**config.mk**
```make
export PLATFORM = sky130hd
export DESIGN_NAME = uart_tx_frame_serializer_flat
export DESIGN_NICKNAME = d
export VERILOG_FILES = /design/src/rtl/uart_tx_pkg.sv /design/src/rtl/uart_tx_frame_serializer_if.sv /design/src/rtl/uart_tx_shift_reg.sv /design/src/rtl/uart_tx_frame_serializer.sv /design/src/flat_wrapper.sv
export SDC_FILE = /design/constraint.sdc
export NUM_CORES = 1
export LEC_CHECK = 0
export BUFFER_PORTS_ARGS = -buffer_cell sky130_fd_sc_hd__buf_2
export CAP_MARGIN = 25
export CORE_MARGIN = 2
export CORE_UTILIZATION = 49
export CTS_CLUSTER_DIAMETER = 100
export DETAILED_ROUTE_END_ITERATION = 7
export PLACE_DENSITY = 0.8
export RECOVER_POWER = 50
export SETUP_SLACK_MARGIN = 0.4
export SYNTH_ARGS = -nofsm -noshare
export SYNTH_HDL_FRONTEND = slang
export SYNTH_HIERARCHICAL = 1
export SYNTH_SLANG_ARGS = --single-unit
```
**constraint.sdc**
```tcl
create_clock -name CLK -period 1.93 [get_ports CLK]
set_input_delay 0.0965 -clock CLK [delete_from_list [all_inputs] [get_ports CLK]]
set_output_delay 0.0965 -clock CLK [all_outputs]
set_load 0.05 [all_outputs]
```
**src/rtl/uart_tx_pkg.sv**
```systemverilog
// Shared types and constants for the framed UART transmitter.
// frame_bits() gives the frame length in baud ticks.
package uart_tx_pkg;

    typedef enum logic [2:0] {
        IDLE,
        START,
        DATA,
        PARITY,
        STOP1,
        STOP2
    } tx_state_e;

    localparam logic PAR_EVEN = 1'b0;
    localparam logic PAR_ODD  = 1'b1;

    function automatic int unsigned frame_bits(input int unsigned data_w,
                                               input logic        par_en,
                                               input logic        stop2);
        return 32'd1 + data_w + {31'd0, par_en} + 32'd1 + {31'd0, stop2};
    endfunction

endpackage

```
**src/rtl/uart_tx_frame_serializer_if.sv**
```systemverilog
// Word handshake and per-frame configuration between the TX data source
// and the frame serializer.
interface uart_tx_frame_serializer_if #(
    parameter int DATA_W = 8
);
    logic [DATA_W-1:0] P_Data;
    logic              Data_Valid;
    logic              Data_Ready;
    logic              Par_En;
    logic              Par_Typ;
    logic              Stop2;
    logic              Msb_First;

    modport master (
        output P_Data, Data_Valid, Par_En, Par_Typ, Stop2, Msb_First,
        input  Data_Ready
    );

    modport slave (
        input  P_Data, Data_Valid, Par_En, Par_Typ, Stop2, Msb_First,
        output Data_Ready
    );
endinterface

```
**src/rtl/uart_tx_shift_reg.sv**
```systemverilog
// Data shift register for the UART frame: loads a word with its direction
// and parity sense, shifts one bit per enabled baud tick.
module uart_tx_shift_reg #(
    parameter int DATA_W = 8
) (
    input  logic              clk,
    input  logic              rst,
    input  logic              load,
    input  logic              shift,
    input  logic              msb_first,
    input  logic              par_typ,
    input  logic [DATA_W-1:0] data_in,
    output logic              cur_bit,
    output logic              nxt_bit,
    output logic              parity
);

    logic [DATA_W-1:0] shift_q, shift_d;
    logic              msb_q, msb_d;
    logic              parity_q, parity_d;

    // NOTE: every always_comb output gets a default first so no path can infer a latch.
    always_comb begin
        shift_d  = shift_q;
        msb_d    = msb_q;
        parity_d = parity_q;
        if (load) begin
            shift_d  = data_in;
            msb_d    = msb_first;
            parity_d = (^data_in) ^ par_typ;
        end else if (shift) begin
            shift_d = msb_q ? {shift_q[DATA_W-2:0], 1'b0} : {1'b0, shift_q[DATA_W-1:1]};
        end
    end

    // NOTE: state flops use non-blocking assignments so all registers update together.
    always_ff @(posedge clk) begin
        if (rst) begin
            shift_q  <= '0;
            msb_q    <= 1'b0;
            parity_q <= 1'b0;
        end else begin
            shift_q  <= shift_d;
            msb_q    <= msb_d;
            parity_q <= parity_d;
        end
    end

    // nxt_bit is the bit on the line after this edge, so the top can register it.
    assign cur_bit = msb_q ? shift_q[DATA_W-1] : shift_q[0];
    assign nxt_bit = shift ? (msb_q ? shift_q[DATA_W-2] : shift_q[1]) : cur_bit;
    assign parity  = parity_q;

endmodule

```
**src/rtl/uart_tx_frame_serializer.sv**
```systemverilog
// Framed UART transmitter: start bit, DATA_W data bits, optional parity and
// one or two stop bits, paced by an external one-cycle baud tick.
module uart_tx_frame_serializer
    import uart_tx_pkg::*;
#(
    parameter int DATA_W = 8
) (
    input  logic                        CLK,
    input  logic                        RST,
    input  logic                        Enable,
    uart_tx_frame_serializer_if.slave   tx,
    output logic                        Serial_Data,
    output logic                        Busy,
    output logic                        Done
);

    localparam int                CNT_W    = $clog2(DATA_W + 1);
    localparam logic [CNT_W-1:0]  LAST_BIT = CNT_W'(DATA_W - 1);

    tx_state_e         state_q, state_d;
    logic [CNT_W-1:0]  cnt_q, cnt_d;
    logic              par_en_q, par_en_d;
    logic              stop2_q, stop2_d;
    logic              serial_q, serial_d;
    logic              done_q, done_d;

    logic              accept;
    logic              sr_shift;
    logic              sr_cur_bit;
    logic              sr_nxt_bit;
    logic              sr_parity;

    assign accept   = tx.Data_Valid && (state_q == IDLE);
    assign sr_shift = (state_q == DATA) && Enable;

    uart_tx_shift_reg #(
        .DATA_W (DATA_W)
    ) u_shift_reg (
        .clk       (CLK),
        .rst       (RST),
        .load      (accept),
        .shift     (sr_shift),
        .msb_first (tx.Msb_First),
        .par_typ   (tx.Par_Typ),
        .data_in   (tx.P_Data),
        .cur_bit   (sr_cur_bit),
        .nxt_bit   (sr_nxt_bit),
        .parity    (sr_parity)
    );

    always_comb begin
        state_d  = state_q;
        cnt_d    = cnt_q;
        par_en_d = par_en_q;
        stop2_d  = stop2_q;
        done_d   = 1'b0;
        serial_d = 1'b1;

        case (state_q)
            IDLE: begin
                if (accept) begin
                    state_d  = START;
                    cnt_d    = '0;
                    par_en_d = tx.Par_En;
                    stop2_d  = tx.Stop2;
                end
            end
            START: begin
                if (Enable) state_d = DATA;
            end
            DATA: begin
                if (Enable) begin
                    if (cnt_q == LAST_BIT) begin
                        cnt_d   = '0;
                        state_d = par_en_q ? PARITY : STOP1;
                    end else begin
                        cnt_d = cnt_q + CNT_W'(1);
                    end
                end
            end
            PARITY: begin
                if (Enable) state_d = STOP1;
            end
            STOP1: begin
                if (Enable) begin
                    if (stop2_q) begin
                        state_d = STOP2;
                    end else begin
                        state_d = IDLE;
                        done_d  = 1'b1;
                    end
                end
            end
            STOP2: begin
                if (Enable) begin
                    state_d = IDLE;
                    done_d  = 1'b1;
                end
            end
            default: state_d = IDLE;
        endcase

        // Line value is computed from the next state so the output flop is glitch-free.
        case (state_d)
            START:   serial_d = 1'b0;
            DATA:    serial_d = sr_nxt_bit;
            PARITY:  serial_d = sr_parity;
            default: serial_d = 1'b1;
        endcase
    end

    always_ff @(posedge CLK) begin
        if (RST) begin
            state_q  <= IDLE;
            cnt_q    <= '0;
            par_en_q <= 1'b0;
            stop2_q  <= 1'b0;
            serial_q <= 1'b1;
            done_q   <= 1'b0;
        end else begin
            state_q  <= state_d;
            cnt_q    <= cnt_d;
            par_en_q <= par_en_d;
            stop2_q  <= stop2_d;
            serial_q <= serial_d;
            done_q   <= done_d;
        end
    end

    assign tx.Data_Ready = (state_q == IDLE);
    assign Busy          = (state_q != IDLE);
    assign Serial_Data   = serial_q;
    assign Done          = done_q;

    logic unused_cur_bit;
    assign unused_cur_bit = sr_cur_bit;

endmodule

```
**src/flat_wrapper.sv**
```systemverilog
// flat-port wrapper written by rule: the top's interface ports become plain ports
module uart_tx_frame_serializer_flat import uart_tx_pkg::*;
#(
    parameter int DATA_W = 8
)
  (CLK, RST, Enable, Serial_Data, Busy, Done, tx_P_Data, tx_Data_Valid, tx_Par_En, tx_Par_Typ, tx_Stop2, tx_Msb_First, tx_Data_Ready);
  uart_tx_frame_serializer_if #(.DATA_W(DATA_W)) tx_i ();
  input  logic CLK;
  input  logic RST;
  input  logic Enable;
  output logic Serial_Data;
  output logic Busy;
  output logic Done;
  input wire logic [$bits(tx_i.P_Data)-1:0] tx_P_Data;
  input wire logic [$bits(tx_i.Data_Valid)-1:0] tx_Data_Valid;
  input wire logic [$bits(tx_i.Par_En)-1:0] tx_Par_En;
  input wire logic [$bits(tx_i.Par_Typ)-1:0] tx_Par_Typ;
  input wire logic [$bits(tx_i.Stop2)-1:0] tx_Stop2;
  input wire logic [$bits(tx_i.Msb_First)-1:0] tx_Msb_First;
  output wire logic [$bits(tx_i.Data_Ready)-1:0] tx_Data_Ready;
  assign tx_i.P_Data = tx_P_Data;
  assign tx_i.Data_Valid = tx_Data_Valid;
  assign tx_i.Par_En = tx_Par_En;
  assign tx_i.Par_Typ = tx_Par_Typ;
  assign tx_i.Stop2 = tx_Stop2;
  assign tx_i.Msb_First = tx_Msb_First;
  assign tx_Data_Ready = tx_i.Data_Ready;
  uart_tx_frame_serializer #(.DATA_W(DATA_W)) u_core (.CLK(CLK), .RST(RST), .Enable(Enable), .tx(tx_i), .Serial_Data(Serial_Data), .Busy(Busy), .Done(Done));
endmodule
```
## After elaboration in Yosys (flattened, before gate mapping)

Index checks and enable logic that the tools add are counted.

- Flip-flop bits (word level): 21
- Bits of input ports: 16
- Output and inout port bits: 4
- Word-level logic and storage cells: 56

- Add/subtract/negate cells: 1
- Eq/ne operators: 11
- Multiplexer cells: 25
- Bitwise operators: 1
- Reduce and logical (&&, ||, !) cells: 9

Operators with widths:

| cell | number |
|---|---|
| $mux W3 | 9 |
| $mux W8 | 3 |
| $pmux W3 S6 | 1 |
| $eq A3 B2 Y1 const B | 4 |
| $mux W4 | 3 |
| $pmux W4 S2 | 1 |
| $reduce_xor A8 Y1 | 1 |
| $eq A3 B1 Y1 const B | 2 |
| $eq A3 B3 Y1 const B | 2 |
| $mux W1 | 6 |
| $add A4 B1 Y4 const B | 1 |
| $eq A4 B3 Y1 const B | 1 |
| $reduce_bool A2 Y1 | 2 |
| $logic_not A3 Y1 | 1 |
| $pmux W1 S3 | 1 |
| $reduce_and A3 Y1 | 1 |
| $reduce_bool A3 Y1 | 1 |
| $logic_and A1 B1 Y1 | 2 |
| $ne A2 B1 Y1 const B | 1 |
| $ne A2 B2 Y1 const B | 1 |
| $pmux W1 S2 | 1 |
| $reduce_and A2 Y1 | 1 |
| $xor A1 B1 Y1 | 1 |

## Depth between registers and ports, before layout

- Depth after elaboration: 6
- Gate-level depth with buffers: 11

## Cells and area by module

The synthesis kept the hierarchy.

By module, submodules not included:

| module | times used | cells each | area an instance (um^2) | sequential area each (um^2) |
|---|---|---|---|---|
| uart_tx_frame_serializer | 1 | 73 | 621.8 | 220.2 |
| uart_tx_shift_reg | 1 | 73 | 606.8 | 200.2 |

## Least setup slack after synthesis

OpenSTA, ideal clock, no wires.

- Kind: register to output
- Start point: register u_core.state_q[2]
- End point: output Busy
- Data arrival time: 2166 ps
- Required time: 1833 ps
- Path slack: -333 ps
- Stages on the path, launching flop included: 4
- Buffers on the path: 1
- Cell sequence: dfxtp_1 buf_2 nor3_1 inv_1

- Word-level cells in the longest chain between the ends: 1

Ends and longest elaborated chain:

| item | line | RTL |
|---|---|---|
| start: declaration | uart_tx_frame_serializer.sv:20 | `tx_state_e state_q, state_d;` |
| start signal: assignment | uart_tx_frame_serializer.sv:121 | `state_q <= state_d;` |
| $reduce_bool A3 Y1 | uart_tx_frame_serializer.sv:131 | `assign Busy = (state_q != IDLE);` |
| end: declaration | flat_wrapper.sv:12 | `output logic Busy;` |

No other way between the ends.

## Worst setup path in the final report

- Start point: register u_core.state_q[0]
- End point: register u_core.serial_q (netlist: u_core/Serial_Data)

- Word-level cells in the longest chain between the ends: 6

Ends and longest elaborated chain:

| item | line | RTL |
|---|---|---|
| $logic_not A3 Y1 (*) | uart_tx_frame_serializer.sv:33 | `assign accept = tx.Data_Valid && (state_q == IDLE);` |
| $logic_and A1 B1 Y1 (*) | uart_tx_frame_serializer.sv:33 |  |
| named net u_core.accept | uart_tx_frame_serializer.sv:27 | `logic accept;` |
| $mux W3 (*) | uart_tx_frame_serializer.sv:61 | `if (accept) begin` |
| $pmux W3 S6 (*) | uart_tx_frame_serializer.sv:59 | `case (state_q)` |
| $eq A3 B2 Y1 / $eq A3 B1 Y1 (equally long branches) | uart_tx_frame_serializer.sv:104 | `case (state_d)` |
| $pmux W1 S3 (*) | uart_tx_frame_serializer.sv:104 |  |
| end signal: assignment | uart_tx_frame_serializer.sv:125 | `serial_q <= serial_d;` |
| end: declaration | uart_tx_frame_serializer.sv:24 | `logic serial_q, serial_d;` |

Mark *: on every way through the listed nets, which the timed path passes. The rest lies on a longest branch.
A chain may end at the register's enable or synchronous reset.

==> results.cfg <==
[clock_tree]
clk_path_buf_depth = 2
cts_root_buffer = clkbuf_4
postCtsHoldBufs = 0
clkSinkCount = 21
clkTransAtPathRegs_ps = 120
cts_tree = yes
clock_latency_ps = 300
cts_inserted_buffers = 3
cts_max_level = 1

[setup_path]
r2r_end = u_core/Serial_Data
cp_data_arrival_time_ps = 1940
start_kind = register
r2r-start = u_core/state_q[0]
required_ps = 2130
r2r_cells = 6
slowest_stage = or4_1
end_kind = register
crit_type = reg2reg
path_cells = buf_6, nor4b_4, or4_1, o41a_2, mux2i_1, nand3b_1
cp_max_fo = 6
cpPeakStageDelay_ps = 530
reg2reg_slack_ps = 180

[timing]
fin_crit_sh_pct = 90.47
setup_viol = 0
drv_slew = 0
whs_ps = 23.07
slew_headroom_pct = 60.28
rsz0062_at_grt = yes
period_needed_ps = 1746
hold_viol = 0
setup-tns-final_ps = 0
max_freq_ghz = 0.5727
skew_ps = 5.286
max_slew.worst_pin.slew_ps = 598.3

[hold_path]
hold_path_end = u_core/stop2_q
hp-start = tx_Stop2
hold_path.class = in2reg
min_delay_path_depth = 3

[synth]
yosysWarningCount = 6
yosys-top-cells-area = dfxtp_1 34%, mux2i_1 9.0%, nor2_1 8.6%, a21oi_1 6.5%, a211oi_1 3.7%
synth_area_sq_um = 1229
seq_area_frac_synth_pct = 34.22
synth_ff_type = dfxtp_1
synth-seq-cells = 21
netlist_instances = 146
synth-async-reset-ratio_pct = 0
synth_top_area_share_pct = 34.22
synth_fp_nets = 163
syn_avg_cell_area_sq_um = 8.416
synth_largest_area_cell = dfxtp_1
synth_cell_types = 38
synth_edf_count = 0

[floorplanning]
core.rowCount = 18
die_area_sq_um = 2924
fp.dieW_um = 54.08
coreArea_sq_um = 2432
ios = 20
die_y_um = 54.08
start_util_pct = 50.51

[flow_run]
drv_cap = 0

[final_layout]
diodes = 0
syn2layout_area_growth_pct = 25.46
drive_above_1_share_pct = 28.98
fill_cells = 214
nNetsFinal = 194

[routing]
drt-total-wl_um = 3128
drtIter0Drc = 22
route.detailed.drc = 0
antenna_left = 0
viasPerCell = 5.699
wl_per_cell_um = 15.18
first_pass_iters = 4
vias = 1174

[global_routing]
grtUsageTotal_pct = 20.32
antenna_found_initial = 0
grt_max_degree = 23
grt_remaining_overflow = 0
grt_pass1_wl_um = 4264
grt_pass1_vias = 999

[placed_design]
dp_hpwl_um = 1860
port_buffers = 19
gp_congestion = 0.8018

[power_and_ir_drop]
p_per_area_nw_per_um2 = 708.9
clockPowerShare_pct = 19.4
seq_power_share_pct = 45.9
leakagePower_nw = 0.6099
swShare_pct = 34.01
combPwrFrac_pct = 34.6
switchingPower_mw = 0.3717
internal_power_mw = 0.7211
vdd_drop_max_mv = 0.6469

[run_status]
outcome = completed
-- cell families after synthesis --
family                     Yosys count  synth area share (%)
AOI/OAI and AO/OA                   30                 15.07
DFF                                 21                 34.22
adders and majority gates            1                 1.018
xor gates and xnor gates             6                 5.398
muxes                               12                 9.878
buffers and inverters               13                 4.888
and+or+nand+nor                     63                 29.53
-- repair_timing --
| item | CTS | global route |
|---|---|---|
| setup endpoints to repair | 16 | 17 |
| gates cloned | 1 | 0 |
| resized for setup | 8 | 10 |
| buffers inserted | 3 | 10 |
| pin swaps | 2 | 3 |
-- synth_stat cells (2+ instances only) --
library cell and count:
nor2_1 28, dfxtp_1 21, a21oi_1 16, mux2i_1 11
a211oi_1 6, buf_2 6, nand2b_1 5, clkbuf_1 4
nand2_1 4, nand3b_1 4, nor2b_1 3, nor3_1 3
xnor2_1 3, and4b_1 2, inv_1 2, nand3_1 2
nor3b_1 2, o21ai_0 2, o21ai_1 2, xor2_1 2
-- cell type report --
class	count	area [sq um]	share of cell area, %
Multi-Input combinational cell	112	787.0	51.06
Clock buffer	3	22.52	1.461
Sequential cell	21	429.2	27.84
Inverter	2	7.507	0.4870
Tap cell	30	37.54	2.435
Clock inverter	1	5.005	0.3247
Timing Repair Buffer	37	252.7	16.40
-- metal layers --
metal  share of wire [%]  GRT usage (%)  routed length (um)
met5                   0              0                   0
met4                 1.8          10.83                  57
met3                 3.8          3.056                 120
met1                  41          21.62                1269
met2                  54          38.01                1681
-- worst max path at each step --
stage,startpoint,endpoint,cells after the start
floorplan,u_core/state_q[0],u_core/Serial_Data,10
global placement,u_core/cnt_q[1],u_core/Serial_Data,6
detailed placement,u_core/state_q[0],u_core/cnt_q[3],6
CTS,u_core/state_q[0],u_core/Serial_Data,6
global route,u_core/state_q[0],u_core/Serial_Data,6
finish,u_core/state_q[0],u_core/Serial_Data,6
-- state kept, by name, indices dropped and copies added, names as in the netlist --
signal,count
u_core/u_shift_reg/msb_q,1
u_core/Done,1
u_core/stop2_q,1
u_core/Serial_Data,1
u_core/par_en_q,1
u_core/state_q,3
u_core/cnt_q,4
u_core/u_shift_reg/parity,1
u_core/u_shift_reg/shift_q,8
-- through the flow --
stage | area, sq um | setup WS [ps] | utilization (%) | instances | total power [mW]
3_5_place_dp | 1365 | 203.3 | 56.12 | 188 | 0.8313
4_1_cts | 1443 | 309.1 | 59.31 | 196 | 1.067
2_1_floorplan | 1277 | 262.9 | - | 146 | 0.7684
6_report | 1541 | 184.0 | 63.37 | 206 | 1.093
3_3_place_gp | 1365 | 280.0 | 56.12 | 188 | 0.8192
5_1_grt | 1541 | 146.4 | 63.37 | 206 | 1.148
-- power by group through the flow --
stage	Combinational, mW	Sequential (mW)	Clock [mW]
after floorplan	0.254	0.514	0
after global placement	0.310	0.509	0
after detailed placement	0.321	0.510	0
after CTS	0.341	0.500	0.226
after global routing	0.404	0.506	0.238
final	0.378	0.502	0.212
-- critical path: cells and delay by family (launching register included) --
kind | cells | cell delay [ps]
AND/OR/NAND/NOR | 3 | 670
AO/OA/AOI/OAI | 1 | 150
multiplexers | 1 | 150
flip-flops | 1 | 510
buffers and inverters | 1 | 170
-- cells in the final DEF (no fill, tap or decap), types with 3 or more instances in the layout --
cell	instances
a21oi_1	14
dfxtp_1	18
nor2_1	28
clkbuf_4	3
nand2b_1	5
buf_4	12
nand2_1	4
nor2b_1	3
buf_2	15
xnor2_1	3
nand3b_1	4
mux2i_1	11
a211oi_1	5
clkbuf_1	4
(Power assumes the default switching activity.)
